**src/rtl/controller.sv**
```systemverilog
// ---------------------------------------------------------------------------
// controller -- multicycle ARM-subset control unit
//
// Sequences each instruction through FETCH/DECODE and then a memory, data
// processing or branch path, driving the datapath selects and write strobes.
// Condition codes are evaluated once, at the end of DECODE, against the
// architectural Flags register; the result (CondExR) gates every write of
// the instruction.
//
// Ports
//   clk          in   1   sole clock, rising edge
//   reset        in   1   asynchronous, active-low
//   Instr        in   20  Instr[31:12]: Cond[31:28] Op[27:26] Funct[25:20] Rd[15:12]
//   ALUFlags     in   4   {N,Z,C,V} from the ALU in the current cycle
//   PCWrite      out  1   PC register enable
//   MemWrite     out  1   memory write strobe
//   RegWrite     out  1   register file write enable
//   IRWrite      out  1   instruction register enable
//   AdrSrc       out  1   0=PC, 1=Result
//   RegSrc       out  2   [0] read R15 on RA1, [1] read Rd on RA2
//   ALUSrcA      out  2   00=A, 01=PC
//   ALUSrcB      out  2   00=WriteData, 01=ExtImm, 10=4
//   ResultSrc    out  2   00=ALUOut, 01=Data, 10=ALUResult
//   ImmSrc       out  2   equals Op
//   ALUControl   out  2   00 ADD, 01 SUB, 10 AND, 11 ORR
//   o_dbg_state  out  4   current FSM state encoding (debug observation)
//
// Configuration
//   CONTROLLER_CMP_EN  when defined, Funct[4:1]=1010 with S=1 executes as CMP
//                      (SUB, NZCV update, no register write). When undefined
//                      that encoding is treated as an unsupported opcode.
//
// Handshakes: none; all outputs are combinational decodes of the current
// state and the held instruction, valid for the whole cycle.
// ---------------------------------------------------------------------------
module controller (
  input  logic          clk,
  input  logic          reset,
  input  logic [31:12]  Instr,
  input  logic [3:0]    ALUFlags,
  output logic          PCWrite,
  output logic          MemWrite,
  output logic          RegWrite,
  output logic          IRWrite,
  output logic          AdrSrc,
  output logic [1:0]    RegSrc,
  output logic [1:0]    ALUSrcA,
  output logic [1:0]    ALUSrcB,
  output logic [1:0]    ResultSrc,
  output logic [1:0]    ImmSrc,
  output logic [1:0]    ALUControl,
  output logic [3:0]    o_dbg_state
);

  typedef enum logic [3:0] {
    S_FETCH    = 4'd0,
    S_DECODE   = 4'd1,
    S_MEMADR   = 4'd2,
    S_MEMREAD  = 4'd3,
    S_MEMWB    = 4'd4,
    S_MEMWRITE = 4'd5,
    S_EXECUTER = 4'd6,
    S_EXECUTEI = 4'd7,
    S_ALUWB    = 4'd8,
    S_BRANCH   = 4'd9
  } state_t;

  state_t      r_state;
  state_t      w_next;
  logic [3:0]  r_flags;    // {N,Z,C,V}
  logic        r_condex;

  logic [3:0]  w_cond;
  logic [1:0]  w_op;
  logic [5:0]  w_funct;
  logic [3:0]  w_rd;
  logic [3:0]  w_cmd;
  logic        w_unused_rn;

  assign w_cond      = Instr[31:28];
  assign w_op        = Instr[27:26];
  assign w_funct     = Instr[25:20];
  assign w_rd        = Instr[15:12];
  assign w_cmd       = w_funct[4:1];
  assign w_unused_rn = ^Instr[19:16];

  // ------------------------------------------------------------------------
  // Data-processing opcode decode
  // ------------------------------------------------------------------------
  logic [1:0] w_alu_op;
  logic       w_dp_ok;   // opcode is supported
  logic       w_is_cmp;  // compare: flags only, never a register write
  logic       w_dp_wr;

  always_comb begin
    w_alu_op = 2'b00;
    w_dp_ok  = 1'b1;
    w_is_cmp = 1'b0;
    case (w_cmd)
      4'b0100: w_alu_op = 2'b00;
      4'b0010: w_alu_op = 2'b01;
      4'b0000: w_alu_op = 2'b10;
      4'b1100: w_alu_op = 2'b11;
`ifdef CONTROLLER_CMP_EN
      4'b1010: begin
        if (w_funct[0]) begin
          w_alu_op = 2'b01;
          w_is_cmp = 1'b1;
        end else begin
          w_dp_ok = 1'b0;
        end
      end
`endif
      // Unsupported opcodes still run the ALU as ADD but commit nothing.
      default: w_dp_ok = 1'b0;
    endcase
  end

  assign w_dp_wr = w_dp_ok & ~w_is_cmp;

  // ------------------------------------------------------------------------
  // Condition evaluation against the architectural flags
  // ------------------------------------------------------------------------
  logic w_n, w_z, w_c, w_v;
  logic w_cond_ok;

  assign {w_n, w_z, w_c, w_v} = r_flags;

  always_comb begin
    w_cond_ok = 1'b0;
    case (w_cond)
      4'h0: w_cond_ok = w_z;
      4'h1: w_cond_ok = ~w_z;
      4'h2: w_cond_ok = w_c;
      4'h3: w_cond_ok = ~w_c;
      4'h4: w_cond_ok = w_n;
      4'h5: w_cond_ok = ~w_n;
      4'h6: w_cond_ok = w_v;
      4'h7: w_cond_ok = ~w_v;
      4'h8: w_cond_ok = w_c & ~w_z;
      4'h9: w_cond_ok = ~w_c | w_z;
      4'hA: w_cond_ok = (w_n == w_v);
      4'hB: w_cond_ok = (w_n != w_v);
      4'hC: w_cond_ok = ~w_z & (w_n == w_v);
      4'hD: w_cond_ok = w_z | (w_n != w_v);
      4'hE: w_cond_ok = 1'b1;
      default: w_cond_ok = 1'b0;
    endcase
  end

  // ------------------------------------------------------------------------
  // State, condition latch and flags registers
  // ------------------------------------------------------------------------
  logic w_in_exec;
  logic w_flag_wr;

  assign w_in_exec = (r_state == S_EXECUTER) || (r_state == S_EXECUTEI);
  assign w_flag_wr = w_in_exec & w_funct[0] & r_condex & w_dp_ok;

  always_ff @(posedge clk or negedge reset) begin
    if (!reset) begin
      r_state  <= S_FETCH;
      r_condex <= 1'b0;
      r_flags  <= 4'b0000;
    end else begin
      r_state <= w_next;
      if (r_state == S_DECODE) begin
        r_condex <= w_cond_ok;
      end
      if (w_flag_wr) begin
        r_flags[3:2] <= ALUFlags[3:2];
        // Logical ops leave C and V untouched.
        if (!w_alu_op[1]) begin
          r_flags[1:0] <= ALUFlags[1:0];
        end
      end
    end
  end

  // ------------------------------------------------------------------------
  // Next state and per-state controls
  // ------------------------------------------------------------------------
  logic w_next_pc;
  logic w_branch;
  logic w_regw;
  logic w_memw;
  logic w_irw;

  always_comb begin
    w_next     = r_state;
    w_next_pc  = 1'b0;
    w_branch   = 1'b0;
    w_regw     = 1'b0;
    w_memw     = 1'b0;
    w_irw      = 1'b0;
    AdrSrc     = 1'b0;
    ALUSrcA    = 2'b00;
    ALUSrcB    = 2'b00;
    ResultSrc  = 2'b00;
    ALUControl = 2'b00;
    case (r_state)
      S_FETCH: begin
        w_irw     = 1'b1;
        ALUSrcA   = 2'b01;
        ALUSrcB   = 2'b10;
        ResultSrc = 2'b10;
        w_next_pc = 1'b1;
        w_next    = S_DECODE;
      end
      S_DECODE: begin
        ALUSrcA   = 2'b01;
        ALUSrcB   = 2'b10;
        ResultSrc = 2'b10;
        case (w_op)
          2'b01:   w_next = S_MEMADR;
          2'b00:   w_next = w_funct[5] ? S_EXECUTEI : S_EXECUTER;
          2'b10:   w_next = S_BRANCH;
          default: w_next = S_FETCH;
        endcase
      end
      S_MEMADR: begin
        ALUSrcB = 2'b01;
        w_next  = w_funct[0] ? S_MEMREAD : S_MEMWRITE;
      end
      S_MEMREAD: begin
        AdrSrc = 1'b1;
        w_next = S_MEMWB;
      end
      S_MEMWB: begin
        ResultSrc = 2'b01;
        w_regw    = 1'b1;
        w_next    = S_FETCH;
      end
      S_MEMWRITE: begin
        AdrSrc = 1'b1;
        w_memw = 1'b1;
        w_next = S_FETCH;
      end
      S_EXECUTER: begin
        ALUControl = w_alu_op;
        w_next     = S_ALUWB;
      end
      S_EXECUTEI: begin
        ALUSrcB    = 2'b01;
        ALUControl = w_alu_op;
        w_next     = S_ALUWB;
      end
      S_ALUWB: begin
        w_regw = w_dp_wr;
        w_next = S_FETCH;
      end
      S_BRANCH: begin
        ALUSrcB   = 2'b01;
        ResultSrc = 2'b10;
        w_branch  = 1'b1;
        w_next    = S_FETCH;
      end
      default: w_next = S_FETCH;
    endcase
  end

  // Strobes are forced low combinationally while reset is held, since the
  // reset state (FETCH) would otherwise assert PCWrite and IRWrite.
  assign PCWrite  = reset & (w_next_pc | (w_branch & r_condex) |
                             (w_regw & r_condex & (w_rd == 4'hF)));
  assign MemWrite = reset & w_memw & r_condex;
  assign RegWrite = reset & w_regw & r_condex;
  assign IRWrite  = reset & w_irw;

  assign RegSrc      = {(w_op == 2'b01) & ~w_funct[0], (w_op == 2'b10)};
  assign ImmSrc      = w_op;
  assign o_dbg_state = r_state;

endmodule

```
**config.mk**
```make
export PLATFORM = sky130hd
export DESIGN_NAME = controller
export DESIGN_NICKNAME = d
export VERILOG_FILES = /design/src/rtl/controller.sv
export SDC_FILE = /design/constraint.sdc
export NUM_CORES = 1
export LEC_CHECK = 0
export BUFFER_PORTS_ARGS = -buffer_cell sky130_fd_sc_hd__buf_4
export CAP_MARGIN = 10
export CELL_PAD_IN_SITES_DETAIL_PLACEMENT = 1
export CELL_PAD_IN_SITES_GLOBAL_PLACEMENT = 1
export CORE_ASPECT_RATIO = 1.2
export CORE_MARGIN = 2
export CORE_UTILIZATION = 34
export CTS_BUF_LIST = sky130_fd_sc_hd__clkbuf_8
export CTS_CLUSTER_DIAMETER = 80
export DETAILED_ROUTE_END_ITERATION = 10
export PLACE_DENSITY_LB_ADDON = 0.1
export SYNTH_ARGS = -nofsm -noshare
export SYNTH_HDL_FRONTEND = slang
export SYNTH_SLANG_ARGS = --single-unit
export TNS_END_PERCENT = 10
```
**constraint.sdc**
```tcl
create_clock -name clk -period 4.08 [get_ports clk]
set_input_delay 0.612 -clock clk [delete_from_list [all_inputs] [get_ports clk]]
set_output_delay 0.612 -clock clk [all_outputs]
set_load 0.03 [all_outputs]
```
* Word level (Yosys, flattened, before mapping)
Cells that the tools add are included.
Widths: inputs -> output; s select.
** Word-level totals
- Register bits :: 9
- Output and inout bits :: 21
- Logic and storage cells :: 88
** Cells by class
- Eq/ne operators :: 31
- Reductions and logical operators :: 12
- Multiplexer cells :: 16
- Bitwise gates (word level) :: 25
** Operators with widths (count)
- $eq 4x4->1 const B :: 11
- $eq 4x3->1 const B :: 9
- $eq 4x2->1 const B :: 5
- $pmux 4 s5 :: 1
- $and 1x1->1 :: 15
- $pmux 1 s15 :: 1
- $logic_not 4->1 :: 3
- $pmux 4 s3 :: 1
- $eq 4x1->1 const B :: 2
- $pmux 2 s2 :: 2
- $mux 1 :: 7
- $not 1->1 :: 6
- $pmux 2 s3 :: 1
- $reduce_or 2->1 :: 3
- $reduce_or 3->1 :: 2
- $or 1x1->1 :: 4
- $reduce_or 4->1 :: 1
- $mux 3 :: 1
- $eq 2x1->1 const B :: 1
- $eq 2x2->1 const B :: 1
- $logic_not 2->1 :: 1
- $mux 2 :: 1
- $pmux 1 s2 :: 1
- $reduce_and 2->1 :: 1
- other kinds (3) :: 3

* Logic depth before layout (Yosys ltp)
- Depth in word-level cells :: 8
- Mapped depth :: 6
- Gate-level depth less buffers :: 5

* Worst setup path before layout
Ideal clock, no wire load.
- Kind :: input to output
- Start point :: in Instr[24] in the netlist's numbering
- End point :: out PCWrite
- Cell stages on the path :: 5
- Buffers on the path :: 0
- Arrival :: 2.054 ns
- Setup slack :: 1.414 ns
- Path through :: nor2b_2 > a211oi_2 > a21oi_1 > nor4_2 > a32o_1
** Between the ends
- Longest elaborated chain between the ends :: 8
** Ends and longest elaborated chain
- start, declared :: line 39 : input logic [31:12] Instr,
- $eq 4x4->1 (tied with other cells) :: line 99 : case (w_cmd)
- $reduce_or 4->1 (no source line) (*)
- $mux 1 (*) :: line 99
- $pmux 1 s2 (*) :: line 201 : case (r_state)
- $and 1x1->1 (*) (2 in series) :: line 265 : (w_regw & r_condex & (w_rd == 4'hF)));
- $or 1x1->1 (*) :: line 264 : assign PCWrite = reset & (w_next_pc | (w_branch & r_condex) |
- $and 1x1->1 (*) :: line 264
- end, declared :: line 41 : output logic PCWrite,
Mark *: on every way between the ends. The rest lies on a longest branch, timed or not.

* Worst setup path after layout
Ends and elaborated chain as after synthesis.

==> run_results.csv <==
group,metric,value,unit
run_status,status,"completed",
global_routing,overflow,0,
power_and_ir_drop,irDropWorstVdd,0.3113,mV
logic_synthesis,avgSynthCellArea,7.839,sq um
drt,finalWirelength,2.581,mm
cts,root_buffer,"clkbuf_8",
drt,dr.pass1.iters,4,
sta,setup_ws,1.709,ns
placed_design,routabilityCongestion,0.7003,
worst_setup_path,worst_setup_path_end_kind,"primary output",
placed_design,place.port_buffers,41,
global_routing,grt_pass1_vias,953,
floorplan,rows,20,
floorplan,coreArea,2502,sq um
logic_synthesis,ys_ff_latch,9,
power_and_ir_drop,p_clk_share,13.7,%
sta,timing.fmax,421.8,MHz
global_routing,grt_antenna_before_repair,0,
drt,antenna_left,0,
cts,cts_tree,"built",
cts,clockBufferDepth,2,
sta,rsz0062_at_grt,"false",
power_and_ir_drop,power.density,619.1,nW/um^2
worst_setup_path,r2r_start,"o_dbg_state[1]",
sta,worst_pin_slew,0.5186,ns
finish,postLayoutCellArea,1221,sq um
sta,hold_slack,0.2003,ns
sta,min_period_over_period,58.11,%
worst_setup_path,critPathArrivalTime,1.76,ns
worst_hold_path,hold_class,"input pin to asynchronous set/reset pin",
placed_design,hpwlAfterDp,2.032,mm
cts,clkSinkCount,9,
sta,setup_viol,0,
power_and_ir_drop,power,0.7560,mW
global_routing,grt_pass1_wl,4.291,mm
logic_synthesis,ys_warn_count,0,
cts,cts_made_buffers,3,
placed_design,dp.cells,176,
logic_synthesis,netlist_area,885.9,sq um
drt,avgRoutedWirePerCell,14.34,um
sta,hold_viol,0,
logic_synthesis,synth_edf_count,0,
finish,final_cells,180,
sta,skew,0.003883,ns
floorplan,start_util,35.40,%
worst_setup_path,crit_path_start_kind,"input pin",
floorplan,die_h,59.92,um
placed_design,postPlaceCellArea,1176,sq um
power_and_ir_drop,p_leak,0.5724,nW
power_and_ir_drop,p_sw,0.3764,mW
drt,viasPerCell,5.283,
finish,area_growth,37.85,%
cts,h-tree-depth,1,
job,cap_violations,0,
cts,clkTransAtPathRegs,0.05,ns
finish,layout_common_cells,"buf_4 (41), nor2_1 (10), o21ai_0 (10)",
worst_setup_path,worstSetupPathType,"input pin to primary output",
sta,relSlewSlack,65.43,%
power_and_ir_drop,swShare,49.79,%
placed_design,place_ws,1.699,ns
logic_synthesis,synthDistinctLibCells,41,
finish,insertedDiodeCount,0,
finish,fin_nets,174,
global_routing,grt_max_degree,17,
power_and_ir_drop,seqPwrFrac,26.0,%
cts,clkLatencyLatePin,0.24,ns
worst_setup_path,setup.worst_path.start,"Instr[24]",
cts,cts_hold_buf,0,
logic_synthesis,async_flop_share,100.0,%
power_and_ir_drop,combPwrFrac,60.3,%
finish,drive_gt1_share,38.10,%
floorplan,die_width,50.60,um
floorplan,ios,47,
logic_synthesis,synth_nets,139,
cts,cts_resized,0,
drt,drt_iter0_drc,6,
worst_setup_path,critPathRequiredTime,3.47,ns
power_and_ir_drop,p_int,0.3796,mW
drt,drc,0,
sta,drv_slew,0,
worst_setup_path,critPathMaxFanout,4,
sta,period_needed,2.371,ns
global_routing,grt_usage,18.93,%
logic_synthesis,synth_cells,113,
floorplan,die-area,3031,sq um
logic_synthesis,yosysSeqAreaShare,25.42,%
finish,final_common_cell,"buf_4",
drt,vias,951,
cts,cts_setup_buffers,0,
logic_synthesis,synth-main-ff-cell,"dfrtp_1",
finish,utilization,48.80,%
sta,tns,0,ns
## cell type report
cell class | instances | area, sq um
Fill cell | 324 | 1281
Multi-Input combinational cell | 90 | 590.6
Timing Repair Buffer | 41 | 307.8
Sequential cell | 9 | 225.2
Clock buffer | 3 | 41.29
Tap cell | 33 | 41.29
Inverter | 3 | 11.26
Clock inverter | 1 | 3.754
## worst max-delay path, cell delays in order
cell and delay (ns):
buf_4 0.12, nor2b_2 0.16, a211oi_2 0.25, a21oi_1 0.12
nor4_2 0.18, a32o_1 0.16, buf_4 0.15
## registers in the layout, indices dropped and copies added, names as in the netlist
name	count
o_dbg_state	4
r_flags	4
r_condex	1
## cells in the mapped netlist, drive strengths merged, types with 2 or more instances
cell    instances  share of area, %
and3b           2               2.1
xnor2           3               3.0
nor2b           5               3.8
buf             6               4.5
o21ai          10               5.6
nor3            9               5.1
clkbuf          5               2.1
inv             3               1.3
mux2i           2               2.3
and2            2               1.4
a21boi          3               2.5
dfrtp           9                25
a211oi          2               2.3
nor2           10               4.2
a21oi           4               2.3
nand3b          2               1.7
mux2            5               7.2
nor3b           3               2.5
nand2           9               4.4
nand2b          4               2.8
## cell families after synthesis
| logic type | count (synthesis) | synth area share [%] |
|---|---|---|
| and+or+nand+nor | 53 | 34.75 |
| xor gates and xnor gates | 4 | 3.956 |
| DFF | 9 | 25.42 |
| buffers and inverters | 14 | 7.910 |
| AOI/OAI and AO/OA | 25 | 18.08 |
| other | 1 | 0.4233 |
| muxes | 7 | 9.463 |
## per-layer routing
metal | global-route usage [%] | vias to the layer above | part of all wire (%)
met5 | 0 | - | 0
met4 | 10.42 | 0 | 1.7
met3 | 1.500 | 5 | 4.8
met2 | 36.65 | 28 | 56
met1 | 20.12 | 456 | 38
li1 | - | 462 | -
## power by group through the flow
| stage | Sequential [mW] | Clock (mW) | Combinational (mW) |
|---|---|---|---|
| after global placement | 0.196 | 0 | 0.445 |
| after floorplan | 0.179 | 0 | 0.319 |
| after global routing | 0.206 | 0.109 | 0.494 |
| final | 0.197 | 0.103 | 0.456 |
| after CTS | 0.196 | 0.104 | 0.461 |
| after detailed placement | 0.197 | 0 | 0.457 |
## final timing paths
check | endpoint | slack, ns | cells past startpoint
worst min-delay path | o_dbg_state[2] | 0.20 | 1
worst max register to register | r_condex | 2.34 | 5
worst min register to register | r_flags[1] | 0.57 | 1
worst max-delay path | PCWrite | 1.71 | 7
max in group asynchronous | r_flags[1] | 3.73 | 1
min in group clk | r_flags[1] | 0.57 | 1
No activity file was read; power rests on OpenSTA's default activity.
